===== src/rtl/mem_arbiter.sv =====
// mem_arbiter: shares one byte-wide synchronous RAM port between fetch (IF) and MEM loads/stores.
// Latency: word fetch/load done 5 cycles after acceptance (byte load 2), word store 4 (byte store 1).
// Backpressure: requests are levels held until done; stallreq_* freeze the pipeline meanwhile.
// Optional feature: define MEM_ARBITER_FETCH_FLUSH_EN to add if_flush, which abandons a fetch in RD.
module mem_arbiter #(
  parameter int ADDR_WIDTH = 32
) (
  input  logic                  clk,
  input  logic                  rst,
  input  logic                  if_req,
  input  logic [ADDR_WIDTH-1:0] if_addr,
  output logic [31:0]           if_data,
  output logic                  if_done,
`ifdef MEM_ARBITER_FETCH_FLUSH_EN
  input  logic                  if_flush,
`endif
  input  logic                  mem_req,
  input  logic                  mem_we,
  input  logic [ADDR_WIDTH-1:0] mem_addr,
  input  logic [31:0]           mem_wdata,
  input  logic [1:0]            mem_len,
  output logic [31:0]           mem_rdata,
  output logic                  mem_done,
  output logic                  stallreq_if,
  output logic                  stallreq_mem,
  output logic [ADDR_WIDTH-1:0] ram_addr,
  output logic [7:0]            ram_dout,
  input  logic [7:0]            ram_din,
  output logic                  ram_wr
);

  typedef enum logic [1:0] {IDLE, RD, WR, DONE} state_t;

  state_t                state, state_n;
  logic [1:0]            cnt, cnt_n;       // byte index being written / captured
  logic [1:0]            last, last_n;     // byte count minus one
  logic                  primed, primed_n; // RAM read pipeline has filled
  logic                  sel_if, sel_if_n; // access belongs to the fetch side
  logic [ADDR_WIDTH-1:0] base, base_n;
  logic [31:0]           wdata, wdata_n;
  logic [31:0]           rbuf, rbuf_n;
  logic [ADDR_WIDTH-1:0] ram_addr_n;
  logic [7:0]            ram_dout_n;
  logic                  ram_wr_n;
  logic [31:0]           if_data_n, mem_rdata_n;
  logic                  if_done_n, mem_done_n;
  logic [1:0]            cnt_inc;

  assign cnt_inc = cnt + 2'd1;

`ifdef MEM_ARBITER_FETCH_FLUSH_EN
  assign stallreq_if = if_req & ~if_done & ~if_flush;
`else
  assign stallreq_if = if_req & ~if_done;
`endif
  assign stallreq_mem = mem_req & ~mem_done;

  // Next-state and next-output logic; all outputs are registered.
  always_comb begin
    state_n     = state;
    cnt_n       = cnt;
    last_n      = last;
    primed_n    = primed;
    sel_if_n    = sel_if;
    base_n      = base;
    wdata_n     = wdata;
    rbuf_n      = rbuf;
    ram_addr_n  = ram_addr;
    ram_dout_n  = ram_dout;
    ram_wr_n    = ram_wr;
    if_data_n   = if_data;
    mem_rdata_n = mem_rdata;
    if_done_n   = 1'b0;
    mem_done_n  = 1'b0;
    case (state)
      IDLE: begin
        cnt_n    = 2'd0;
        primed_n = 1'b0;
        rbuf_n   = 32'd0;
        if (mem_req) begin
          // MEM wins over fetch; byte 0 goes out on the acceptance edge.
          sel_if_n   = 1'b0;
          base_n     = mem_addr;
          wdata_n    = mem_wdata;
          last_n     = mem_len;
          ram_addr_n = mem_addr;
          if (mem_we) begin
            ram_dout_n = mem_wdata[7:0];
            ram_wr_n   = 1'b1;
            state_n    = WR;
          end else begin
            state_n = RD;
          end
        end else if (if_req) begin
          sel_if_n   = 1'b1;
          base_n     = if_addr;
          last_n     = 2'd3;
          ram_addr_n = if_addr;
          state_n    = RD;
        end
      end
      RD: begin
`ifdef MEM_ARBITER_FETCH_FLUSH_EN
        if (sel_if && if_flush) begin
          state_n = IDLE;
        end else
`endif
        if (!primed) begin
          // First edge only lets the RAM sample byte 0; issue byte 1 if any.
          primed_n = 1'b1;
          if (last != 2'd0) ram_addr_n = base + ADDR_WIDTH'(1);
        end else begin
          rbuf_n[{cnt, 3'b000} +: 8] = ram_din;
          if (cnt == last) begin
            state_n = DONE;
            if (sel_if) begin
              if_data_n = rbuf_n;
              if_done_n = 1'b1;
            end else begin
              mem_rdata_n = rbuf_n;
              mem_done_n  = 1'b1;
            end
          end else begin
            cnt_n = cnt_inc;
            // Address runs two bytes ahead of the capture index.
            if (({1'b0, cnt} + 3'd2) <= {1'b0, last})
              ram_addr_n = base + ADDR_WIDTH'(cnt) + ADDR_WIDTH'(2);
          end
        end
      end
      WR: begin
        if (cnt == last) begin
          ram_wr_n   = 1'b0;
          mem_done_n = 1'b1;
          state_n    = DONE;
        end else begin
          cnt_n      = cnt_inc;
          ram_addr_n = base + ADDR_WIDTH'(cnt_inc);
          ram_dout_n = wdata[{cnt_inc, 3'b000} +: 8];
        end
      end
      DONE: state_n = IDLE;
      default: state_n = IDLE;
    endcase
  end

  // State and output registers, cleared asynchronously.
  always_ff @(posedge clk or posedge rst) begin
    if (rst) begin
      state     <= IDLE;
      cnt       <= 2'd0;
      last      <= 2'd0;
      primed    <= 1'b0;
      sel_if    <= 1'b0;
      base      <= '0;
      wdata     <= 32'd0;
      rbuf      <= 32'd0;
      ram_addr  <= '0;
      ram_dout  <= 8'd0;
      ram_wr    <= 1'b0;
      if_data   <= 32'd0;
      mem_rdata <= 32'd0;
      if_done   <= 1'b0;
      mem_done  <= 1'b0;
    end else begin
      state     <= state_n;
      cnt       <= cnt_n;
      last      <= last_n;
      primed    <= primed_n;
      sel_if    <= sel_if_n;
      base      <= base_n;
      wdata     <= wdata_n;
      rbuf      <= rbuf_n;
      ram_addr  <= ram_addr_n;
      ram_dout  <= ram_dout_n;
      ram_wr    <= ram_wr_n;
      if_data   <= if_data_n;
      mem_rdata <= mem_rdata_n;
      if_done   <= if_done_n;
      mem_done  <= mem_done_n;
    end
  end

endmodule


===== config.mk =====
export PLATFORM = sky130hd
export DESIGN_NAME = mem_arbiter
export DESIGN_NICKNAME = d
export VERILOG_FILES = /design/src/rtl/mem_arbiter.sv
export SDC_FILE = /design/constraint.sdc
export NUM_CORES = 1
export LEC_CHECK = 0
export ABC_AREA = 1
export CORE_ASPECT_RATIO = 1.4
export CORE_MARGIN = 8
export CORE_UTILIZATION = 45
export CTS_BUF_LIST = sky130_fd_sc_hd__clkbuf_2 sky130_fd_sc_hd__clkbuf_4 sky130_fd_sc_hd__clkbuf_8
export DETAILED_ROUTE_END_ITERATION = 10
export PLACE_DENSITY = 0.69
export SLEW_MARGIN = 15
export SYNTH_ARGS = -nofsm -noshare
export SYNTH_HDL_FRONTEND = slang
export SYNTH_SLANG_ARGS = --single-unit
export TNS_END_PERCENT = 10

===== constraint.sdc =====
create_clock -name clk -period 8.2 [get_ports clk]
set_input_delay 1.23 -clock clk [delete_from_list [all_inputs] [get_ports clk]]
set_output_delay 1.23 -clock clk [all_outputs]
set_load 0.005 [all_outputs]

# [Word level (Yosys, flattened, before mapping)]
# Index checks and enable logic that the tools add are counted.
[op_classes] add_sub_neg=7 n_lt_le_gt_ge=1 n_eq_ne=13 n_shift=3 mux=42 bitwise_logic=5 n_reduce_logical=16
[ops] cell="$mux 32" n=8
[ops] cell="$pmux 32 s3" n=1
[ops] cell="$add 32x2->32" n=2
[ops] cell="$pmux 32 s2" n=1
[ops] cell="$add 32x1->32 const B" n=1
[ops] cell="$add 32x2->32 const B" n=1
[ops] cell="$bwmux 32" n=1
[ops] cell="$shift 8x7->32 const A" n=1
[ops] cell="$shiftx 32x6->8" n=1
[ops] cell="$shiftx 8x7->32" n=1
[ops] cell="$mux 8" n=3
[ops] cell="$mux 2" n=9
[ops] cell="$pmux 8 s2" n=1
[ops] cell="$reduce_and 4->1" n=4
[ops] cell="$mux 1" n=13
[ops] cell="$ne 3x3->1 const B" n=4
[ops] cell="$ne 2x2->1 const B" n=5
[ops] cell="$reduce_and 2->1" n=5
[ops] cell="$pmux 2 s4" n=1
[ops] cell="$reduce_bool 2->1" n=4
[ops] cell="$neg 5->7" n=1
[ops] cell="$pmux 1 s2" n=3
[ops] cell="$pmux 2 s3" n=1
[ops] cell="$reduce_and 6->1" n=1
[ops] cell="other kinds (10)" n=14
[totals] register_bits=211 input_bits=111 out_inout_bits=109

# [Depth between registers and ports, before layout]
[depth] ltp_word=6 depth_mapped=17

# [Worst setup path before layout]
# OpenSTA, ideal clock, no wires.
[synth_timing] kind="input to output" from="input port mem_req" to="output port stallreq_mem" arrival_ns=1.941 required_time_ns=6.970 path_slack_ns=5.029 path_stages=5 n_path_buf=3 path_cell_list="buf_2 -> inv_1 -> buf_2 -> clkbuf_1 -> nor2_1"
[synth_between] elab_chain_len=1
[synth_lines] item="start: declaration" line_no="17" rtl="input logic mem_req,"
[synth_lines] item="$and 1x1->1" line_no="56" rtl="assign stallreq_mem = mem_req & ~mem_done;"
[synth_lines] item="end: declaration" line_no="25" rtl="output logic stallreq_mem,"
# No other way between the ends.

# [Worst setup path after layout]
[layout_timing] from="register cnt[0]" to="register ram_addr[8]"
[layout_between] elab_chain_len=6 word_cells_on_any_way=16
[layout_lines] item="start: declaration" line_no="35" rtl="logic [1:0] cnt, cnt_n;"
[layout_lines] item="start signal: assignment" line_no="167" rtl="cnt <= cnt_n;"
[layout_lines] item="$add 32x2->32 (2 in a row)" line_no="127" rtl="ram_addr_n = base + ADDR_WIDTH'(cnt) + ADDR_WIDTH'(2);"
[layout_lines] item="$mux 32" line_no="126" rtl="if (({1'b0, cnt} + 3'd2) <= {1'b0, last})"
[layout_lines] item="$mux 32" line_no="114" rtl="if (cnt == last) begin"
[layout_lines] item="$mux 32" line_no="108" rtl="if (!primed) begin"
[layout_lines] item="$pmux 32 s3" line_no="75" rtl="case (state)"
[layout_lines] item="end signal: assignment" line_no="174" rtl="ram_addr <= ram_addr_n;"
[layout_lines] item="end: declaration" line_no="26" rtl="output logic [ADDR_WIDTH-1:0] ram_addr,"
# Parallel ways exist; a longest one is shown, timed or not. The select of a mux whose other input is x is not followed.
# A chain may end at the register's enable or synchronous reset.

==> results.toml <==
[detailed_routing]
dr.pass1.iters = 5
via_per_inst = 5.32
wirelength_mm = 36.9
num_vias = 11082
drt_iter0_markers = 658
postRouteAntennaNets = 0
drc = 0
wl_per_cell_microns = 17.7

[yosys]
syn_area_sq_um = 11600
synthDominantCellAreaShare_pct = 45.5
syn_area_per_cell_sq_um = 7.49
netlist_instances = 1549
synth.distinct_cells = 39
synth_nets = 1681
yosys-top-cells-area = "dfrtp_1 46%, nand2_1 15%, nand3_1 6.0%"
yosys_register_bits = 211
yosys.area.top_type = "dfrtp_1"
synth-warning-count = 0
synth-seq-area-share_pct = 45.5

[finish]
fillCellCount = 2458
n_antenna_cell = 0
syn_to_final_growth_pct = 26.8
drive_gt1_share_pct = 8.16
fin_nets = 1874
stdcell_count = 2084

[place]
io_buffers = 219
dp_hpwl_mm = 26.9
post-place-cells = 2025
gp_congestion = 0.980

[global_routing]
antenna_found_initial = 0
grt_util_met2_pct = 42.8
grt_use_total_pct = 23.7
grtUsageMet1_pct = 26.1
grtUsageMet3_pct = 3.51
overflow = 0
grt_pass1_vias = 11308
grt_pass1_wl_mm = 58.3
top_usage_layer = "met2"
grt_max_degree = 142

[sta]
finalCriticalPeriod_ps = 4350
setup_viol = 0
finalHoldViolCount = 0
finalClockSkew_ps = 8.47
setup_tns_ps = 0
period_share_pct = 53.0
max_freq_mhz = 230
worst_slew_pin_slew_ps = 1020
rsz0062_at_grt = "false"
drv_slew = 0
slew_headroom_pct = 32.2

[setup_path]
startpoint_type = "flop"
required_ps = 8680
critical_path.endpoint_type = "flop"
crit_arrival_ps = 4820
worstPathMaxFanout = 27
critPathKind = "flop to flop"

[floorplan]
ios = 220
fp.dieH_microns = 206
start_util_pct = 45.7
rows = 69
core_sq_um = 25400
die_area_sq_um = 31300
die_x_microns = 152

[hold_path]
hold_class = "flop to flop"

[pwr]
p_total_mw = 5.75
leakagePower_nw = 6.71
powerDensity_nw_per_um2 = 391
irDropWorstVdd_uv = 211

[clock_network]
hold_buffers = 0
cts_max_level = 2
clkSinkCount = 211
numCtsBuffers = 34
clk_pin_slew_ps = 60
worstSkewPairLatency_ps = 540
root_buffer = "clkbuf_8"
cts_resized = 0
post-cts-setup-buffers = 0
cts_max_path_buffers = 3
cts_tree = "done"

[run]
drv_cap = 0

[outcome]
status = "complete, no violations"
-- state kept, by name, summed over array words and instances (netlist names) --
register   count
ram_wr         1
primed         1
ram_dout       8
if_done        1
wdata         32
mem_done       1
mem_rdata     32
last           2
sel_if         1
if_data       32
base          32
rbuf          32
ram_addr      32
state          2
cnt            2
-- where the power goes --
group	internal, mW	switching (mW)	total [mW]	leakage [nW]
registers	1.49	0.392	1.88	2.60
clock network	0.570	0.434	1.00	0.399
logic	1.16	1.71	2.87	3.71
total	3.21	2.54	5.75	6.71
-- critical path, stage by stage, from the launching register on --
cell,delay [ps]
dfrtp_1,930
inv_1,600
ha_1,710
inv_1,300
fa_1,600
nor2_4,260
inv_2,80
nor2_2,290
nor2_1,70
nor2_1,90
o21ai_0,100
nand3_1,110
nand3_1,70
nand2_1,70
-- per-layer routing --
layer	vias up	share of wire [%]
met5	-	0
li1	5424	-
met2	377	52
met1	5189	37
met3	92	5.4
met4	0	5.1
-- stage by stage --
stage	cell area, sq um	hold slack [ps]	util, %	setup WS (ps)
after floorplan	11600	444	-	1200
after global placement	14000	459	55.0	3990
after detailed placement	14000	464	55.0	3880
after CTS	14700	480	58.0	3870
after global routing	14700	500	58.0	3450
final	14700	478	58.0	3850
-- path summary, 6_finish.rpt --
check | from | to | slack, ps | cells after the start
worst max-delay path | cnt[0] | ram_addr[8] | 3850 | 13
worst min-delay path | ram_addr[27] | ram_addr[27] | 480 | 2
worst max register to register | cnt[0] | ram_addr[8] | 3850 | 13
worst min register to register | ram_addr[27] | ram_addr[27] | 480 | 2
max in group asynchronous | rst | base[24] | 5420 | 3
min in group asynchronous | rst | wdata[18] | 1250 | 2
-- cells by family (layout without fill, tap and decap cells) --
logic type | Yosys count | in the layout | share of synthesized area, %
fa+ha+maj | 21 | 21 | 2.39
buf+inv | 238 | 454 | 8.30
flops | 211 | 211 | 45.5
simple gates | 794 | 794 | 29.7
compound gates | 277 | 277 | 13.3
mux | 8 | 8 | 0.766
-- synth_stat cells --
library cell,number
nor3b_2,1
o21bai_1,3
o2111ai_1,1
a21oi_1,44
a211oi_1,1
nor3b_1,1
buf_1,2
nor2_1,124
a21oi_2,1
nor2_8,2
nor2_2,12
buf_2,25
clkinv_2,1
nand2_2,18
nand2_1,467
mux2_2,7
clkbuf_1,38
nand3_2,1
o21ai_1,13
a22oi_1,1
nor2_4,14
buf_6,2
dfrtp_1,211
nand2_4,2
o21ai_0,104
buf_4,6
nand4_1,6
fa_1,2
mux2i_1,1
inv_1,157
ha_1,19
o221ai_1,1
nor3_1,3
a31oi_1,40
o22ai_1,65
nor3_2,4
nand3_1,139
o211ai_1,3
inv_2,7
-- cell type report --
cell class                 count  area, sq um  area share [%]
clock inverter                 5         57.6           0.391
inverter                     165          628            4.27
sequential                   211         5280            35.9
timing repair buffer         230         2270            15.5
clock buffer                  54          693            4.71
tap                          319          399            2.71
multi-input combinational   1100         5380            36.6
-- cell usage in the layout (no fill, tap or decap), types with 15 or more instances in the layout --
cell type	instances
a31oi_1	40
o21ai_0	104
nand2_2	18
ha_1	18
inv_1	156
nor2_1	123
dfrtp_1	211
clkbuf_8	46
o22ai_1	65
clkdlybuf4s50_1	219
nand2_1	467
nand3_1	139
nor2_4	15
a21oi_1	44
No activity file was read; power rests on OpenSTA's default activity.
